--- src/rtl/vadd_mc_arb.sv ---
// Two-requester round-robin arbiter merging vadd unit load/store traffic onto one
// memory-controller port, with load tagging and per-unit response steering.
module vadd_mc_arb #(
    parameter int QDEPTH = 8,
    parameter int QAFULL = QDEPTH - 2
) (
    input  logic        clk,
    input  logic        reset_n,

    input  logic        u0_req_ld,
    input  logic        u0_req_st,
    input  logic [47:0] u0_req_vadr,
    input  logic [63:0] u0_req_wrd_rdctl,
    output logic        u0_rd_rq_stall,
    output logic        u0_wr_rq_stall,
    input  logic        u1_req_ld,
    input  logic        u1_req_st,
    input  logic [47:0] u1_req_vadr,
    input  logic [63:0] u1_req_wrd_rdctl,
    output logic        u1_rd_rq_stall,
    output logic        u1_wr_rq_stall,

    output logic        u0_rsp_push,
    output logic [31:0] u0_rsp_rdctl,
    output logic [63:0] u0_rsp_data,
    input  logic        u0_rsp_stall,
    output logic        u1_rsp_push,
    output logic [31:0] u1_rsp_rdctl,
    output logic [63:0] u1_rsp_data,
    input  logic        u1_rsp_stall,

    output logic        mc_req_ld,
    output logic        mc_req_st,
    output logic [47:0] mc_req_vadr,
    output logic [63:0] mc_req_wrd_rdctl,
    input  logic        mc_rd_rq_stall,
    input  logic        mc_wr_rq_stall,

    input  logic        mc_rsp_push,
    input  logic [31:0] mc_rsp_rdctl,
    input  logic [63:0] mc_rsp_data,
    output logic        mc_rsp_stall,

    output logic        arb_idle,
    output logic        q_ovrflw,
    output logic        rsp_unexp
);
    localparam int AW = $clog2(QDEPTH);
    localparam int CW = AW + 1;
    localparam int EW = 2 + 48 + 64;
    localparam logic [CW-1:0] FULL_C  = CW'(QDEPTH);
    localparam logic [CW-1:0] AFULL_C = CW'(QAFULL);

    function automatic logic [63:0] tag_rdctl(input logic [63:0] v, input logic id);
        logic [63:0] t;
        t     = v;
        t[30] = id;
        return t;
    endfunction

    function automatic logic [31:0] untag_rdctl(input logic [31:0] v);
        logic [31:0] t;
        t     = v;
        t[30] = 1'b0;
        return t;
    endfunction

    logic [1:0]          in_ld, in_st;
    logic [47:0]         in_vadr [2];
    logic [63:0]         in_wrd  [2];
    logic [1:0][CW-1:0]  qcnt_v;
    logic [1:0]          q_empty, head_ld, head_st, elig, gnt, push_ok, drop;
    logic [47:0]         head_vadr [2];
    logic [63:0]         head_wrd  [2];
    logic [1:0]          oc_zero, unexp_hit, rsp_push_v;
    logic                gnt_id;
    logic                rr_next;
    logic                r_mc_rd_rq_stall, r_mc_wr_rq_stall;
    logic                r_mc_rsp_push;
    logic [31:0]         r_mc_rsp_rdctl;
    logic [63:0]         r_mc_rsp_data;

    assign in_ld      = {u1_req_ld, u0_req_ld};
    assign in_st      = {u1_req_st, u0_req_st};
    assign in_vadr[0] = u0_req_vadr;
    assign in_vadr[1] = u1_req_vadr;
    assign in_wrd[0]  = u0_req_wrd_rdctl;
    assign in_wrd[1]  = u1_req_wrd_rdctl;
    assign rsp_push_v = {r_mc_rsp_push & r_mc_rsp_rdctl[30], r_mc_rsp_push & ~r_mc_rsp_rdctl[30]};

    for (genvar u = 0; u < 2; u++) begin : g_unit
        logic [EW-1:0] mem [QDEPTH];
        logic [AW-1:0] wptr, rptr;
        logic [CW-1:0] cnt;
        logic [15:0]   oc;
        logic          req, inc, dec;

        // A pop frees the head slot this edge, so a push at full is still accepted.
        assign req        = in_ld[u] | in_st[u];
        assign push_ok[u] = req & ((cnt != FULL_C) | gnt[u]);
        assign drop[u]    = (req & ~push_ok[u]) | (in_ld[u] & in_st[u]);
        assign q_empty[u] = (cnt == '0);
        assign qcnt_v[u]  = cnt;
        assign {head_ld[u], head_st[u], head_vadr[u], head_wrd[u]} = mem[rptr];

        always_ff @(posedge clk) begin
            if (!reset_n) begin
                wptr <= '0;
                rptr <= '0;
                cnt  <= '0;
            end else begin
                if (push_ok[u]) wptr <= wptr + 1'b1;
                if (gnt[u])     rptr <= rptr + 1'b1;
                if (push_ok[u] & ~gnt[u])      cnt <= cnt + 1'b1;
                else if (gnt[u] & ~push_ok[u]) cnt <= cnt - 1'b1;
            end
        end

        always_ff @(posedge clk) begin
            if (push_ok[u])
                mem[wptr] <= {in_ld[u] & ~in_st[u], in_st[u], in_vadr[u], in_wrd[u]};
        end

        assign inc          = gnt[u] & head_ld[u];
        assign dec          = rsp_push_v[u];
        assign oc_zero[u]   = (oc == '0);
        assign unexp_hit[u] = dec & ~inc & oc_zero[u];

        always_ff @(posedge clk) begin
            if (!reset_n)
                oc <= '0;
            else if (inc & ~dec & (oc != 16'hFFFF))
                oc <= oc + 16'd1;
            else if (dec & ~inc & ~oc_zero[u])
                oc <= oc - 16'd1;
        end
    end

    // Stalls are held low while reset is asserted, whatever the queue held.
    assign u0_rd_rq_stall = reset_n & (qcnt_v[0] >= AFULL_C);
    assign u0_wr_rq_stall = u0_rd_rq_stall;
    assign u1_rd_rq_stall = reset_n & (qcnt_v[1] >= AFULL_C);
    assign u1_wr_rq_stall = u1_rd_rq_stall;

    always_comb begin
        elig = '0;
        gnt  = '0;
        for (int u = 0; u < 2; u++)
            elig[u] = ~q_empty[u] & (head_st[u] ? ~r_mc_wr_rq_stall : ~r_mc_rd_rq_stall);
        if (&elig)
            gnt[rr_next] = 1'b1;
        else
            gnt = elig;
    end

    assign gnt_id = gnt[1];

    // Grant stage: pop and load the MC request registers on the same edge.
    always_ff @(posedge clk) begin
        if (!reset_n) begin
            mc_req_ld        <= 1'b0;
            mc_req_st        <= 1'b0;
            mc_req_vadr      <= '0;
            mc_req_wrd_rdctl <= '0;
            rr_next          <= 1'b0;
            r_mc_rd_rq_stall <= 1'b0;
            r_mc_wr_rq_stall <= 1'b0;
            q_ovrflw         <= 1'b0;
            rsp_unexp        <= 1'b0;
        end else begin
            r_mc_rd_rq_stall <= mc_rd_rq_stall;
            r_mc_wr_rq_stall <= mc_wr_rq_stall;
            mc_req_ld        <= |(gnt & head_ld);
            mc_req_st        <= |(gnt & head_st);
            if (|gnt) begin
                rr_next          <= ~gnt_id;
                mc_req_vadr      <= head_vadr[gnt_id];
                mc_req_wrd_rdctl <= head_st[gnt_id] ? head_wrd[gnt_id]
                                                    : tag_rdctl(head_wrd[gnt_id], gnt_id);
            end
            q_ovrflw  <= q_ovrflw | (|drop);
            rsp_unexp <= rsp_unexp | (|unexp_hit);
        end
    end

    // Response stage: one register between the MC and the units.
    always_ff @(posedge clk) begin
        if (!reset_n) begin
            r_mc_rsp_push  <= 1'b0;
            r_mc_rsp_rdctl <= '0;
            r_mc_rsp_data  <= '0;
        end else begin
            r_mc_rsp_push  <= mc_rsp_push;
            r_mc_rsp_rdctl <= mc_rsp_rdctl;
            r_mc_rsp_data  <= mc_rsp_data;
        end
    end

    assign u0_rsp_push  = rsp_push_v[0];
    assign u1_rsp_push  = rsp_push_v[1];
    assign u0_rsp_rdctl = untag_rdctl(r_mc_rsp_rdctl);
    assign u1_rsp_rdctl = untag_rdctl(r_mc_rsp_rdctl);
    assign u0_rsp_data  = r_mc_rsp_data;
    assign u1_rsp_data  = r_mc_rsp_data;
    assign mc_rsp_stall = u0_rsp_stall | u1_rsp_stall;

    assign arb_idle = (&q_empty) & (&oc_zero) & ~mc_req_ld & ~mc_req_st;
endmodule

--- config.mk ---
export PLATFORM = sky130hd
export DESIGN_NAME = vadd_mc_arb
export DESIGN_NICKNAME = d
export VERILOG_FILES = /design/src/rtl/vadd_mc_arb.sv
export SDC_FILE = /design/constraint.sdc
export NUM_CORES = 2
export LEC_CHECK = 0
export CAP_MARGIN = 20
export CORE_ASPECT_RATIO = 0.8
export CORE_MARGIN = 5
export CORE_UTILIZATION = 30
export DETAILED_ROUTE_END_ITERATION = 10
export GPL_ROUTABILITY_DRIVEN = 0
export PLACE_DENSITY_LB_ADDON = 0.15
export SYNTH_ARGS = -nofsm -noshare
export SYNTH_HDL_FRONTEND = slang
export SYNTH_SLANG_ARGS = --single-unit
export TNS_END_PERCENT = 50
--- constraint.sdc ---
create_clock -name clk -period 30.3 [get_ports clk]
set_clock_uncertainty 0.1 [all_clocks]
set_input_delay 4.545 -clock clk [delete_from_list [all_inputs] [get_ports clk]]
set_output_delay 4.545 -clock clk [all_outputs]
set_load 0.005 [all_outputs]
After elaboration in Yosys (flattened, before gate mapping)
Memory sizes are Yosys's and may differ from the RTL's. A register that Yosys moved wholly into a read port is not among the register bits. Cells that the tools add are included.

Memories: 2. Output and inout port bits: 316. Bits in registers: 268. Logic and storage cells: 155. Input bits: 331. Bits in writable memories: 1824.

Memory list: g_unit[0].mem (depth 8, bits a word 114, rd ports 1, clocked after Yosys merged registers in 1, write ports 1, line 92) `logic [EW-1:0] mem [QDEPTH];`; g_unit[1].mem (depth 8, bits a word 114, rd ports 1, clocked after Yosys merged registers in 1, write ports 1, line 92).

Add/sub/neg operators: 12. Bitwise logic cells: 64. Multiplexer cells: 30. Magnitude comparators: 6. Eq/ne operators: 4. Reductions and logical operators: 17.

Operators by type and width (number): $mux 64 (3); $mux 48 (3); $mux 16 (4); $and 1x1->1 (33); $add 16x1->16 const B (2); $logic_not 16->1 (2); $ne 16x16->1 const B (2); $sub 16x1->16 const B (2); $mux 31 (1); $not 1->1 (19); $mux 4 (4); $add 3x1->3 const B (4); $mux 3 (4); $reduce_or 2->1 (5); $mux 1 (9); $or 1x1->1 (9); $add 4x1->4 const B (2); $ge 4x3->1 const B (2); $logic_not 4->1 (2); $ne 4x4->1 const B (2); $reduce_bool 2->1 (4); $sub 4x1->4 const B (2); $reduce_and 2->1 (3); $and 2x2->2 (2); 7 further kinds (8).

Longest topological paths before layout
Depth after elaboration: 12. Mapped depth: 17. Depth with buffers taken out: 16.

Least setup slack after synthesis
Ideal clock, no wire load.

Path type: input to register. From: in u1_req_st. To: mem g_unit[1].mem[2][0] (netlist name) (enable). Arrival time: 13.159 ns. Data required time: 29.451 ns. Setup slack: 16.292 ns. Path buffers: 0. Cell stages on the path: 4. Cell sequence: o21ai_1 inv_2 nand2b_1 nor3b_1.

Cells in the longest elaborated chain, start to end: 4.

Ends and longest elaborated chain: start, declared (line 17) `input logic u1_req_st,`; $or 1x1->1 (line 99) `assign req = in_ld[u] | in_st[u];`; $and 1x1->1 (line 100) `assign push_ok[u] = req & ((cnt != FULL_C) | gnt[u]);`; via push_ok[1] (line 72) `logic [1:0] q_empty, head_ld, head_st, elig, gnt, push_ok, drop;`; $mux 1 (line 120) `if (push_ok[u])`; $mux 1 (implied by the code) (line 121) `mem[wptr] <= {in_ld[u] & ~in_st[u], in_st[u], in_vadr[u], in_wrd[u]};`; end, declared (line 92).

The timed path passes the listed nets, and every way through them passes these cells.

Worst setup path after layout
From: in reset_n. To: out u0_rd_rq_stall.

Cells in the longest elaborated chain, start to end: 1.

Ends and longest elaborated chain: start, declared (line 8) `input logic reset_n,`; $and 1x1->1 (line 140) `assign u0_rd_rq_stall = reset_n & (qcnt_v[0] >= AFULL_C);`; end, declared (line 14) `output logic u0_rd_rq_stall,`.

No other way between the ends.

==> flow_metrics.env <==
export IMPL_cts_root_buffer="clkbuf_16"
export IMPL_ys_dominant_reg_cell="edfxtp_1"
export IMPL_wirelength_um=231000
export IMPL_multiInputGateArea_um2=18500
export IMPL_drtIter0Drc=3198
export IMPL_cts_sinks=2098
export IMPL_routedWlPerCell_um=27.2
export IMPL_cts_resized=0
export IMPL_synth_edf_count=1824
export IMPL_post_cts_buffers=0
export IMPL_ir_worst_vdd_mv=0.105
export IMPL_path_class="primary input to output pin"
export IMPL_antenna_found_initial=102
export IMPL_status="complete, no violations"
export IMPL_grt_total_usage_pct=16.1
export IMPL_first_pass_iters=7
export IMPL_final_cells=8476
export IMPL_rr_endpoint="g_unit[0].mem[5][21]"
export IMPL_synth_top_area_share_pct=68.0
export IMPL_crit_start="reset_n"
export IMPL_grt_setup_unrepaired="false"
export IMPL_critPathMaxFanout=69
export IMPL_io_pins=647
export IMPL_cts_htree_levels=4
export IMPL_fp_dieW_um=589
export IMPL_worst_slew_pin_slew_ns=1.09
export IMPL_cp_end_kind="output pin"
export IMPL_fmax_ghz=0.0932
export IMPL_worst_ep_required_time_ns=25.66
export IMPL_crit_end="u0_rd_rq_stall"
export IMPL_fillCellCount=24700
export IMPL_final_nets=5114
export IMPL_r2r_slack_ns=22.89
export IMPL_syn_avg_cell_area_um2=19.5
export IMPL_row_count=170
export IMPL_regArea_um2=60300
export IMPL_grt_pass1_vias=40600
export IMPL_hold_class="flop to flop"
export IMPL_io_buffers=644
export IMPL_coreArea_um2=268000
export IMPL_drive_gt1_share_pct=19.4
export IMPL_synth_seq_area_share_pct=74.8
export IMPL_worstSetupPathDepth=5
export IMPL_grt_overflow=0
export IMPL_hold_viol_final=0
export IMPL_synth_seq_cells=2098
export IMPL_finalCriticalPeriod_ns=10.73
export IMPL_die_area_um2=279000
export IMPL_cts_hold_buf=0
export IMPL_rr_worst_depth=11
export IMPL_synth_largest_area_cell="edfxtp_1"
export IMPL_synth_distinct_cells=61
export IMPL_maxCapViolations=0
export IMPL_power_density_nw_per_um2=90.8
export IMPL_die_y_um=474
export IMPL_mappedNetlistArea_um2=80600
export IMPL_slew_headroom_pct=27.1
export IMPL_hpwl_um=145000
export IMPL_path_cells="buf_2 -> buf_4 -> inv_6 -> nor2_1 -> clkdlybuf4s50_1"
export IMPL_slowest_delay_ns=0.51
export IMPL_critPathTopFamily="buffers and inverters"
export IMPL_yosysWarnings=0
export IMPL_synth_top_cells_by_area="edfxtp_1 (68%), mux4_2 (13%), dfxtp_1 (6.8%)"
export IMPL_final_cell_mix="edfxtp_1 (1824), clkdlybuf4s50_1 (643), mux4_2 (456)"
export IMPL_grt_pass1_wl_um=320000
export IMPL_p_leak_uw=0.0306
export IMPL_clock_latency_ns=0.86
export IMPL_cp_num_buf_inv=4
export IMPL_cts_tree="built"
export IMPL_vias=40500
export IMPL_synthArstFlopShare_pct=0
export IMPL_path_clk_slew_ns=0.06
export IMPL_finalSetupViolCount=0
export IMPL_antenna_left=0
export IMPL_period_share_pct=35.4
export IMPL_via_per_inst=4.78
export IMPL_final_max_slew_viol_count=0
export IMPL_ctsLongestPathBuffers=4
export IMPL_cp_arrival_ns=6.08
export IMPL_start_kind="primary input"
export IMPL_initial_core_util_pct=30.1
export IMPL_place_area_um2=90400
export IMPL_cts_buffers=227
export IMPL_grt_max_degree=115
export IMPL_stdcell_area_um2=97600
export IMPL_placed_cells=8035
export IMPL_synth_cells=4134
export IMPL_drc=0
export IMPL_area_growth_pct=21.1
export IMPL_layout_commonest_cell="edfxtp_1"
export IMPL_critPathSlowestCell="inv_6"
export IMPL_fin_tns_setup_ns=0
cells by family (layout without fill, tap and decap cells):
| group | Yosys count | after routing | share of synthesized area, % |
|---|---|---|---|
| other | 1 | 28 | 0.00465 |
| AND/OR/NAND/NOR | 543 | 543 | 3.32 |
| flip-flops | 2098 | 2098 | 74.8 |
| multiplexers | 663 | 663 | 15.4 |
| XOR/XNOR | 31 | 31 | 0.337 |
| AO/OA/AOI/OAI | 384 | 384 | 2.98 |
| buffers and inverters | 369 | 1158 | 2.41 |
| adder cells (fa/ha/maj) | 45 | 45 | 0.733 |
final cells by class:
class | count | share of cell area [%]
flip-flops and latches | 2098 | 61.8
multi-input cells | 1668 | 19.0
repair buffers | 722 | 7.29
clock buffers | 299 | 6.28
well taps | 3526 | 4.52
clock inverters | 115 | 0.994
inverters | 22 | 0.0897
diodes | 26 | 0.0667
worst min-delay path: cells and delay by family, from the launching register on:
family           cells  cell delay [ns]
flip-flops           1             0.31
AND/OR/NAND/NOR      1             0.05
AO/OA/AOI/OAI        1             0.05
per-layer routing:
metal | share of wire, % | GRT usage, %
met5 | 0.11 | 0
met4 | 3.5 | 5.22
met3 | 6.6 | 3.95
met2 | 45 | 24.6
met1 | 45 | 22.5
Yosys cell counts, drive strengths merged (4+ instances only):
cell    number
a211o        4
a211oi     111
a21o         8
a21oi      149
a31oi        5
and2       101
buf        210
clkbuf     137
dfxtp      274
edfxtp    1824
fa           4
ha          40
inv         22
mux2        61
mux2i      146
mux4       456
nand2       88
nand2b       9
nand3       15
nand4       11
nor2       196
nor2b       64
nor3        23
nor3b        4
nor4        15
o21a         5
o21ai       23
o22ai       57
o31ai        4
or3          6
xnor2       23
xor2         8
power by group:
| group | internal (uW) | total (uW) | switching (uW) |
|---|---|---|---|
| registers | 3470 | 3620 | 153 |
| clock network | 1530 | 2650 | 1120 |
| logic | 1070 | 2590 | 1520 |
per-stage QoR:
step	hold WS [ns]	setup WS (ns)	total power [uW]	utilization [%]
after floorplan	0.353	16.29	5310	-
after CTS	0.354	19.53	9010	36.4
final	0.352	19.57	8860	36.4
after global placement	0.344	19.55	6310	33.8
after detailed placement	0.346	19.53	6320	33.8
after global routing	0.369	19.45	9330	36.4
how the worst min path moves through the flow:
stage	start	end	slack [ns]	cells past startpoint
2_1_floorplan	mc_req_vadr[0]	mc_req_vadr[0]	0.35	2
3_3_place_gp	mc_req_wrd_rdctl[10]	mc_req_wrd_rdctl[10]	0.34	2
3_5_place_dp	mc_req_wrd_rdctl[35]	mc_req_wrd_rdctl[35]	0.35	2
4_1_cts	mc_req_wrd_rdctl[35]	mc_req_wrd_rdctl[35]	0.35	2
5_1_grt	mc_req_wrd_rdctl[35]	mc_req_wrd_rdctl[35]	0.37	2
6_report	mc_req_wrd_rdctl[2]	mc_req_wrd_rdctl[2]	0.35	2
registers in the layout, indices dropped and copies added (netlist names), 8 cells and up, named ones only:
name / cells
mc_req_vadr: 48
g_unit.cnt: 8
g_unit.oc: 32
u0_rsp_data: 64
g_unit.mem: 1824
r_mc_rsp_rdctl: 32
mc_req_wrd_rdctl: 64
No activity file was read; power rests on OpenSTA's default activity.
